$ cat config.mk
export PLATFORM = sky130hd
export DESIGN_NAME = fetch_unit_flat
export DESIGN_NICKNAME = d
export VERILOG_FILES = /design/src/rtl/rv_pkg.sv /design/src/rtl/fetch_unit_if.sv /design/src/rtl/fetch_fifo.sv /design/src/rtl/fetch_unit.sv /design/src/flat_wrapper.sv
export SDC_FILE = /design/constraint.sdc
export NUM_CORES = 1
export LEC_CHECK = 0
export CORE_ASPECT_RATIO = 0.9
export CORE_MARGIN = 3
export CORE_UTILIZATION = 48
export CTS_CLUSTER_DIAMETER = 60
export DETAILED_ROUTE_END_ITERATION = 12
export GPL_TIMING_DRIVEN = 0
export PLACE_DENSITY = 0.75
export SLEW_MARGIN = 40
export SYNTH_ARGS = -nofsm -noshare
export SYNTH_HDL_FRONTEND = slang
export SYNTH_SLANG_ARGS = --single-unit
$ cat constraint.sdc
create_clock -name clk -period 8.8 [get_ports clk]
set_clock_uncertainty 0.05 [all_clocks]
set_input_delay 2.64 -clock clk [delete_from_list [all_inputs] [get_ports clk]]
set_output_delay 2.64 -clock clk [all_outputs]
set_load 0.1 [all_outputs]
$ cat src/rtl/rv_pkg.sv
// rv_pkg: shared mini-rv widths, reset PC, fetch FSM states and fetch entry type
package rv_pkg;
  localparam int XLEN = 32;
  localparam int ILEN = 32;
  localparam logic [XLEN-1:0] RESET_PC_DEFAULT = 32'h0000_0000;
  typedef enum logic {RUN, FLUSH} fetch_state_e;
  typedef struct packed {
    logic [XLEN-1:0] pc;
    logic [ILEN-1:0] instr;
  } fetch_entry_t;
  function automatic logic [XLEN-1:0] align_word(input logic [XLEN-1:0] a);
    return a & ~XLEN'(3);
  endfunction
endpackage

$ cat src/rtl/fetch_unit_if.sv
// fetch_unit_if: IMEM request/response, redirect and decode handshake signals of the fetch stage
interface fetch_unit_if;
  import rv_pkg::*;
  logic            imem_req_valid;
  logic            imem_req_ready;
  logic [XLEN-1:0] imem_req_addr;
  logic            imem_rsp_valid;
  logic [ILEN-1:0] imem_rsp_data;
  logic            take_branch;
  logic            is_jump;
  logic [XLEN-1:0] redirect_target;
  logic            out_valid;
  logic            out_ready;
  logic [XLEN-1:0] out_pc;
  logic [ILEN-1:0] out_instr;
  modport master (
    output imem_req_valid, imem_req_addr, out_valid, out_pc, out_instr,
    input  imem_req_ready, imem_rsp_valid, imem_rsp_data, take_branch, is_jump, redirect_target, out_ready
  );
  modport slave (
    input  imem_req_valid, imem_req_addr, out_valid, out_pc, out_instr,
    output imem_req_ready, imem_rsp_valid, imem_rsp_data, take_branch, is_jump, redirect_target, out_ready
  );
endinterface

$ cat src/rtl/fetch_fifo.sv
// fetch_fifo: synchronous FIFO of fetch entries with flash clear
module fetch_fifo
  import rv_pkg::*;
#(
  parameter int DEPTH = 2,
  localparam int AW = $clog2(DEPTH)
) (
  input  logic         clk,
  input  logic         rst,
  input  logic         push,
  input  logic         pop,
  input  logic         clear,
  input  fetch_entry_t din,
  output logic [AW:0]  count,
  output fetch_entry_t head
);
  fetch_entry_t  mem [DEPTH];
  logic [AW-1:0] wr_ptr, rd_ptr;
  assign head = mem[rd_ptr];
  // pointers and occupancy; clear discards everything including a same-cycle push or pop
  always_ff @(posedge clk or posedge rst)
    if (rst) begin
      wr_ptr <= '0;
      rd_ptr <= '0;
      count  <= '0;
    end else if (clear) begin
      wr_ptr <= '0;
      rd_ptr <= '0;
      count  <= '0;
    end else begin
      wr_ptr <= wr_ptr + AW'(push);
      rd_ptr <= rd_ptr + AW'(pop);
      count  <= count + (AW+1)'(push) - (AW+1)'(pop);
    end
  // entry storage, zeroed on reset so the head reads as zero
  always_ff @(posedge clk or posedge rst)
    if (rst) mem <= '{default: '0};
    else if (push && !clear) mem[wr_ptr] <= din;
endmodule

$ cat src/rtl/fetch_unit.sv
// fetch_unit: mini-rv fetch stage; PC, in-order IMEM fetch, instruction buffer, redirect flush.
// Optional FETCH_PERF_EN adds perf_redirects / perf_stalls counters.
module fetch_unit
  import rv_pkg::*;
#(
  parameter logic [XLEN-1:0] RESET_PC   = RESET_PC_DEFAULT,
  parameter int              FIFO_DEPTH = 2
) (
  input  logic               clk,
  input  logic               rst,
`ifdef FETCH_PERF_EN
  output logic [31:0]        perf_redirects,
  output logic [31:0]        perf_stalls,
`endif
  fetch_unit_if.master       bus
);
  localparam int CW = $clog2(FIFO_DEPTH) + 1;
  fetch_state_e    state, state_next;
  logic [XLEN-1:0] pc;
  logic [CW-1:0]   drop, drop_next, buf_count, pcq_count;
  fetch_entry_t    buf_head, pcq_head, buf_in, pcq_in;
  logic            redirect, accept, rsp_take, pop;
  assign redirect = bus.take_branch | bus.is_jump;
  assign bus.imem_req_valid = ~rst & (state == RUN) & ~redirect & ((pcq_count + buf_count) < CW'(FIFO_DEPTH));
  assign bus.imem_req_addr  = pc;
  assign bus.out_valid      = buf_count != '0;
  assign bus.out_pc         = buf_head.pc;
  assign bus.out_instr      = buf_head.instr;
  assign accept   = bus.imem_req_valid & bus.imem_req_ready;
  assign rsp_take = bus.imem_rsp_valid & (state == RUN) & ~redirect;
  assign pop      = bus.out_valid & bus.out_ready & ~redirect;
  // the PC queue occupancy is the in-flight count in RUN; a redirect turns it into the stale-drop count
  always_comb begin
    drop_next  = (state == FLUSH) ? drop - CW'(bus.imem_rsp_valid)
               : redirect ? pcq_count - CW'(bus.imem_rsp_valid) : '0;
    state_next = ((state == FLUSH) || redirect) && (drop_next != '0) ? FLUSH : RUN;
    pcq_in     = '{pc: pc, instr: '0};
    buf_in     = pcq_head;
    buf_in.instr = bus.imem_rsp_data;
  end
  // FSM state register
  always_ff @(posedge clk or posedge rst)
    if (rst) state <= RUN;
    else state <= state_next;
  // PC and stale-response counter
  always_ff @(posedge clk or posedge rst)
    if (rst) begin
      pc   <= RESET_PC;
      drop <= '0;
    end else begin
      pc   <= redirect ? align_word(bus.redirect_target) : accept ? pc + XLEN'(4) : pc;
      drop <= drop_next;
    end
  fetch_fifo #(.DEPTH(FIFO_DEPTH)) u_buf (
    .clk(clk), .rst(rst), .push(rsp_take), .pop(pop), .clear(redirect),
    .din(buf_in), .count(buf_count), .head(buf_head)
  );
  fetch_fifo #(.DEPTH(FIFO_DEPTH)) u_pcq (
    .clk(clk), .rst(rst), .push(accept), .pop(rsp_take), .clear(redirect),
    .din(pcq_in), .count(pcq_count), .head(pcq_head)
  );
`ifdef FETCH_PERF_EN
  // event counters; wrap naturally and keep running during FLUSH
  always_ff @(posedge clk or posedge rst)
    if (rst) begin
      perf_redirects <= '0;
      perf_stalls    <= '0;
    end else begin
      perf_redirects <= perf_redirects + 32'(redirect);
      perf_stalls    <= perf_stalls + 32'(bus.out_ready & ~bus.out_valid);
    end
`endif
endmodule

$ cat src/flat_wrapper.sv
// flat-port wrapper written by rule: the top's interface ports become plain ports
module fetch_unit_flat import rv_pkg::*;
#(
  parameter logic [XLEN-1:0] RESET_PC   = RESET_PC_DEFAULT,
  parameter int              FIFO_DEPTH = 2
)
  (clk, rst, bus_imem_req_valid, bus_imem_req_addr, bus_out_valid, bus_out_pc, bus_out_instr, bus_imem_req_ready, bus_imem_rsp_valid, bus_imem_rsp_data, bus_take_branch, bus_is_jump, bus_redirect_target, bus_out_ready);
  fetch_unit_if bus_i ();
  input  logic clk;
  input  logic rst;
  output wire logic [$bits(bus_i.imem_req_valid)-1:0] bus_imem_req_valid;
  output wire logic [$bits(bus_i.imem_req_addr)-1:0] bus_imem_req_addr;
  output wire logic [$bits(bus_i.out_valid)-1:0] bus_out_valid;
  output wire logic [$bits(bus_i.out_pc)-1:0] bus_out_pc;
  output wire logic [$bits(bus_i.out_instr)-1:0] bus_out_instr;
  input wire logic [$bits(bus_i.imem_req_ready)-1:0] bus_imem_req_ready;
  input wire logic [$bits(bus_i.imem_rsp_valid)-1:0] bus_imem_rsp_valid;
  input wire logic [$bits(bus_i.imem_rsp_data)-1:0] bus_imem_rsp_data;
  input wire logic [$bits(bus_i.take_branch)-1:0] bus_take_branch;
  input wire logic [$bits(bus_i.is_jump)-1:0] bus_is_jump;
  input wire logic [$bits(bus_i.redirect_target)-1:0] bus_redirect_target;
  input wire logic [$bits(bus_i.out_ready)-1:0] bus_out_ready;
  assign bus_imem_req_valid = bus_i.imem_req_valid;
  assign bus_imem_req_addr = bus_i.imem_req_addr;
  assign bus_out_valid = bus_i.out_valid;
  assign bus_out_pc = bus_i.out_pc;
  assign bus_out_instr = bus_i.out_instr;
  assign bus_i.imem_req_ready = bus_imem_req_ready;
  assign bus_i.imem_rsp_valid = bus_imem_rsp_valid;
  assign bus_i.imem_rsp_data = bus_imem_rsp_data;
  assign bus_i.take_branch = bus_take_branch;
  assign bus_i.is_jump = bus_is_jump;
  assign bus_i.redirect_target = bus_redirect_target;
  assign bus_i.out_ready = bus_out_ready;
  fetch_unit #(.RESET_PC(RESET_PC), .FIFO_DEPTH(FIFO_DEPTH)) u_core (.clk(clk), .rst(rst), .bus(bus_i));
endmodule
# Word level (Yosys, flattened, before mapping)
# Index checks and enable logic that the tools add are counted.
# word_totals
ff_bits,299
in_bits,71
out_inout_bits,98
wordCells,85
# op_classes
n_addsub,12
n_lt_le_gt_ge,7
muxes,23
n_bitwise,16
reduce_logical,10
# ops
op,count
$mux 64,8
$bwmux 128,2
$demux 64 s1,2
$mux 32,2
$add 32x3->32 const B,1
$and 1x1->1,8
$ge 2x2->1 const B,4
$mux 2,4
$not 1->2,4
$sub 2x1->2,4
$reduce_bool 2->1,3
$logic_and 1x1->1,5
$mux 1,5
$add 1x1->1,4
$add 2x1->2,2
$lt 2x1->1 const B,2
$not 1->1,3
$add 2x2->2,1
$lt 2x2->1 const B,1
$logic_not 1->1,1
$logic_or 1x1->1,1
$or 1x1->1,1

# Logic depth before layout (Yosys ltp)
# logic_depth
ltp_word,8
ltp_mapped,10

# Hierarchy
# Synthesis repeated with hierarchy kept, for this count alone.
# unflattened
hier_cells,955
area_unflattened_um2,14116.0
# by_module_without_submodules
mod,instances,cells_per_inst,area_each_um2,seq_area_each_um2
fetch_fifo,2,359,6052.1,3303.2
fetch_unit,1,237,2011.9,825.8

# Least setup slack after synthesis
# OpenSTA, ideal clock, no wires.
# synth_path
path_type,in2out
start,input bus_is_jump
end,output bus_imem_req_valid
arrival_ns,4.386
slack_ns,1.724
stages,3
cell_sequence,or2_0 clkbuf_1 nor2_1
# synth_between
elab_chain_cells,4
# synth_rtl
item,line_no,source
"start, declared",flat_wrapper.sv:20,input wire logic [$bits(bus_i.is_jump)-1:0] bus_is_jump;
$or 1x1->1,fetch_unit.sv:23,assign redirect = bus.take_branch | bus.is_jump;
$not 1->1,fetch_unit.sv:24,assign bus.imem_req_valid = ~rst & (state == RUN) & ~redirect & ((pcq_count + buf_count) < CW'(FIFO_DEPTH));
$and 1x1->1 (2 in series),fetch_unit.sv:24,
"end, declared",flat_wrapper.sv:11,output wire logic [$bits(bus_i.imem_req_valid)-1:0] bus_imem_req_valid;
# Every way passes these cells.

# Worst setup path after layout
# layout_path
start,input rst
end,output bus_imem_req_valid
# layout_between
elab_chain_cells,4
# layout_rtl
item,line_no,source
"start, declared",flat_wrapper.sv:10,input logic rst;
$not 1->1,fetch_unit.sv:24,
$and 1x1->1 (3 in series),fetch_unit.sv:24,
# Every way passes these cells.

==> flow_summary.toml <==
[status]
run_status = "finished clean"

[final_layout]
fin_nets = 1116
drive_above_1_share_pct = 33.27
area_growth_pct = 25.42
final_core_util_pct = 62.30
diodes = 0

[yosys]
synth-simple-area-share_pct = 8.663
synth_warnings = 0
synth_top_family_by_area = "multiplexers"
synth_edf_count = 0
synth_cells = 838
synthMuxAreaShare_pct = 23.73
synth_xor_xnor_area_share_pct = 2.259
yosysSeqAreaShare_pct = 55.85
post-synth-top-count-cell = "dfrtp_1"
synth_common_cells = "dfrtp_1 (225), mux2_2 (184), nand2_1 (64)"
synth.largest_area_cell = "dfrtp_1"
synth_cell_types = 36
ys.flop_type = "dfrtp_1"
synthAdderAreaFrac_pct = 0.8688
synth_area_leaders = "dfrtp_1 (56%), mux2_2 (21%), mux2i_1 (3.2%), o21ai_0 (2.9%), nand2_1 (2.4%)"
yosysTopAreaCellShare_pct = 55.85
syn_avg_cell_area_sq_um = 12.03
yosys_register_bits = 225
async_flop_share_pct = 100.0
syn_area_sq_um = 10080
synth_compound_area_share_pct = 5.771

[timing]
tns_ns = 0
tightest_slew_ns = 0.8031
slew_headroom_pct = 46.46
slew_viol_final = 0
rsz0062_at_grt = "false"
period_minus_slack_ns = 7.017
hold_viol = 0
fmax_ghz = 0.1425
setup_viol = 0
post-route-period-util_pct = 79.73
hold_ws_ns = 0.4243

[place]
dp_hpwl_microns = 17400
port_buffers = 161
gp_congestion = 0.8488

[power]
power.total_w = 0.004422
peakVddDrop_v = 0.0001935
p_leak_nw = 5.755
power.density_nw_per_um2 = 349.8

[route]
routed_wl_microns = 24400
vias = 7199
ant_nets = 0
wire_per_inst_microns = 18.28
via_per_inst = 5.393
drt-initial-drc-count = 411
firstDrtPassIters = 4
drc = 0

[global_routing]
grt_pass1_wl_microns = 40230
grtUsageTotal_pct = 21.68
grt_max_degree = 27
grt_pass1_vias = 7498
overflow = 0
antenna_found_initial = 0

[floorplanning]
fp.dieArea_sq_um = 22780
initial_core_util_pct = 49.68
die_w_microns = 158.8
io_pins = 169
die_h_microns = 143.5
row_count = 49
core_region_area_sq_um = 20290

[clocking]
cts_tree = "built"
cts_made_buffers = 24
clkSinkCount = 225
post_cts_buffers = 0
ctsResizeCount = 0
cts_hold_buf = 0
cts-root-buf = "clkbuf_16"
insertion_delay_ns = 0.51
cts_max_level = 1
cts.clk_slew.worst_paths_ns = 0.06
cts_buffer_depth = 3

[flow_run]
max_cap_viol_count = 0

[worst_setup_path]
rrSetupSlack_ns = 6.11
critPathMaxStageDelay_ns = 0.49
cp_data_arrival_time_ns = 4.33
critPathRequiredTime_ns = 6.11
cp_top_family = "buffers and inverters"
crit_path_max_fanout = 3
path_cells = "clkdlybuf4s50_1, nor4bb_1, mux2i_1, nor2_1, buf_2"
timing_worst_setup_path_type = "in -> out"
crit_buf_inv = 2
cp_slowest_cell = "clkdlybuf4s50_1"
endpoint_kind = "primary output"
start_kind = "primary input"

[min_path]
min_path_type = "reg -> reg"
-- layout make-up --
type / instances / area (sq um)
multi-input combinational: 552 / 4178
clock buffer: 37 / 720.7
fill: 1631 / 7650
clock inverter: 6 / 105.1
buffer: 53 / 242.7
sequential: 225 / 5630
inverter: 11 / 45.04
tap: 280 / 350.3
timing repair buffer: 171 / 1371
-- path summary, 6_finish.rpt --
path | startpoint | cells past startpoint | end
min in group asynchronous | rst | 2 | u_core.bus.imem_req_addr[26]$_DFFE_PP0P_
min reg2reg | u_core.u_buf.mem[52]$_DFFE_PP0P_ | 2 | u_core.u_buf.mem[52]$_DFFE_PP0P_
max in group asynchronous | rst | 7 | u_core.u_buf.mem[16]$_DFFE_PP0P_
max | rst | 5 | bus_imem_req_valid
min | u_core.u_buf.mem[52]$_DFFE_PP0P_ | 2 | u_core.u_buf.mem[52]$_DFFE_PP0P_
max reg2reg | u_core.state$_DFF_PP0_ | 7 | u_core.u_buf.mem[121]$_DFFE_PP0P_
-- state kept, by name (all words and copies together) (netlist names) --
| signal | flops |
|---|---|
| u_core.state | 1 |
| u_core.u_pcq.mem | 60 |
| u_core.bus.imem_req_addr | 30 |
| u_core.u_pcq.wr_ptr | 1 |
| u_core.u_buf.wr_ptr | 1 |
| u_core.drop | 2 |
| u_core.u_pcq.count | 2 |
| u_core.u_buf.count | 2 |
| u_core.u_buf.rd_ptr | 1 |
| u_core.u_pcq.rd_ptr | 1 |
| u_core.u_buf.mem | 124 |
-- where the power goes --
group | total, W | internal (W) | switching, W | leakage [nW]
Clock | 0.00105 | 0.000649 | 0.000397 | 0.406
Combinational | 0.00196 | 0.000445 | 0.00151 | 2.45
Sequential | 0.00142 | 0.00127 | 0.000143 | 2.90
-- worst register-to-register path: stages, from the launching register on --
cell and delay, ns:
dfrtp_1 0.45, nor2b_1 0.26, nand2_1 0.16, nor2_1 0.30
clkbuf_1 0.51, buf_2 0.40, buf_2 0.32, a21oi_1 0.11
-- metrics by stage --
stage          instance area (sq um)  setup slack, ns  std cells
2_1_floorplan                  10100            1.724        841
3_3_place_gp                   12060            1.156       1282
3_5_place_dp                   11820            1.802       1292
4_1_cts                        12640            1.791       1335
5_1_grt                        12640            1.699       1335
6_report                       12640            1.783       1335
-- layer usage --
metal	wire length (microns)	up-vias	GRT usage [%]
li1	-	3344	-
met1	11480	3597	31.38
met2	11160	225	34.82
met3	1407	33	3.919
met4	360	0	4.560
met5	0	-	0
-- layout by cell type, fill, tap and decap left out, types with 2 or more instances in the layout --
master,n
o31ai_1,3
conb_1,4
mux2_2,184
inv_1,10
nand4_2,2
and2_1,3
xor2_1,15
buf_12,6
o21ai_1,2
clkbuf_16,25
bufinv_16,3
o21ai_0,59
clkinv_2,3
ha_1,7
or2_2,2
a21oi_1,31
buf_16,4
nand4_1,15
a31oi_1,12
nand2_1,64
and3_1,4
xnor2_1,11
or4_1,3
nand3_1,15
buf_2,108
dfrtp_1,225
clkbuf_8,5
nor2_1,61
or3_1,12
clkdlybuf4s50_1,67
mux2i_1,32
buf_1,10
nor3_1,3
clkbuf_1,29
buf_4,7
-- cell families after synthesis --
logic type,after synthesis
compound gates,110
mux,216
other cells,1
simple gates,189
buf+inv,64
xor+xnor,26
flops,225
fa+ha+maj,7
No activity file was read; power rests on OpenSTA's default activity.
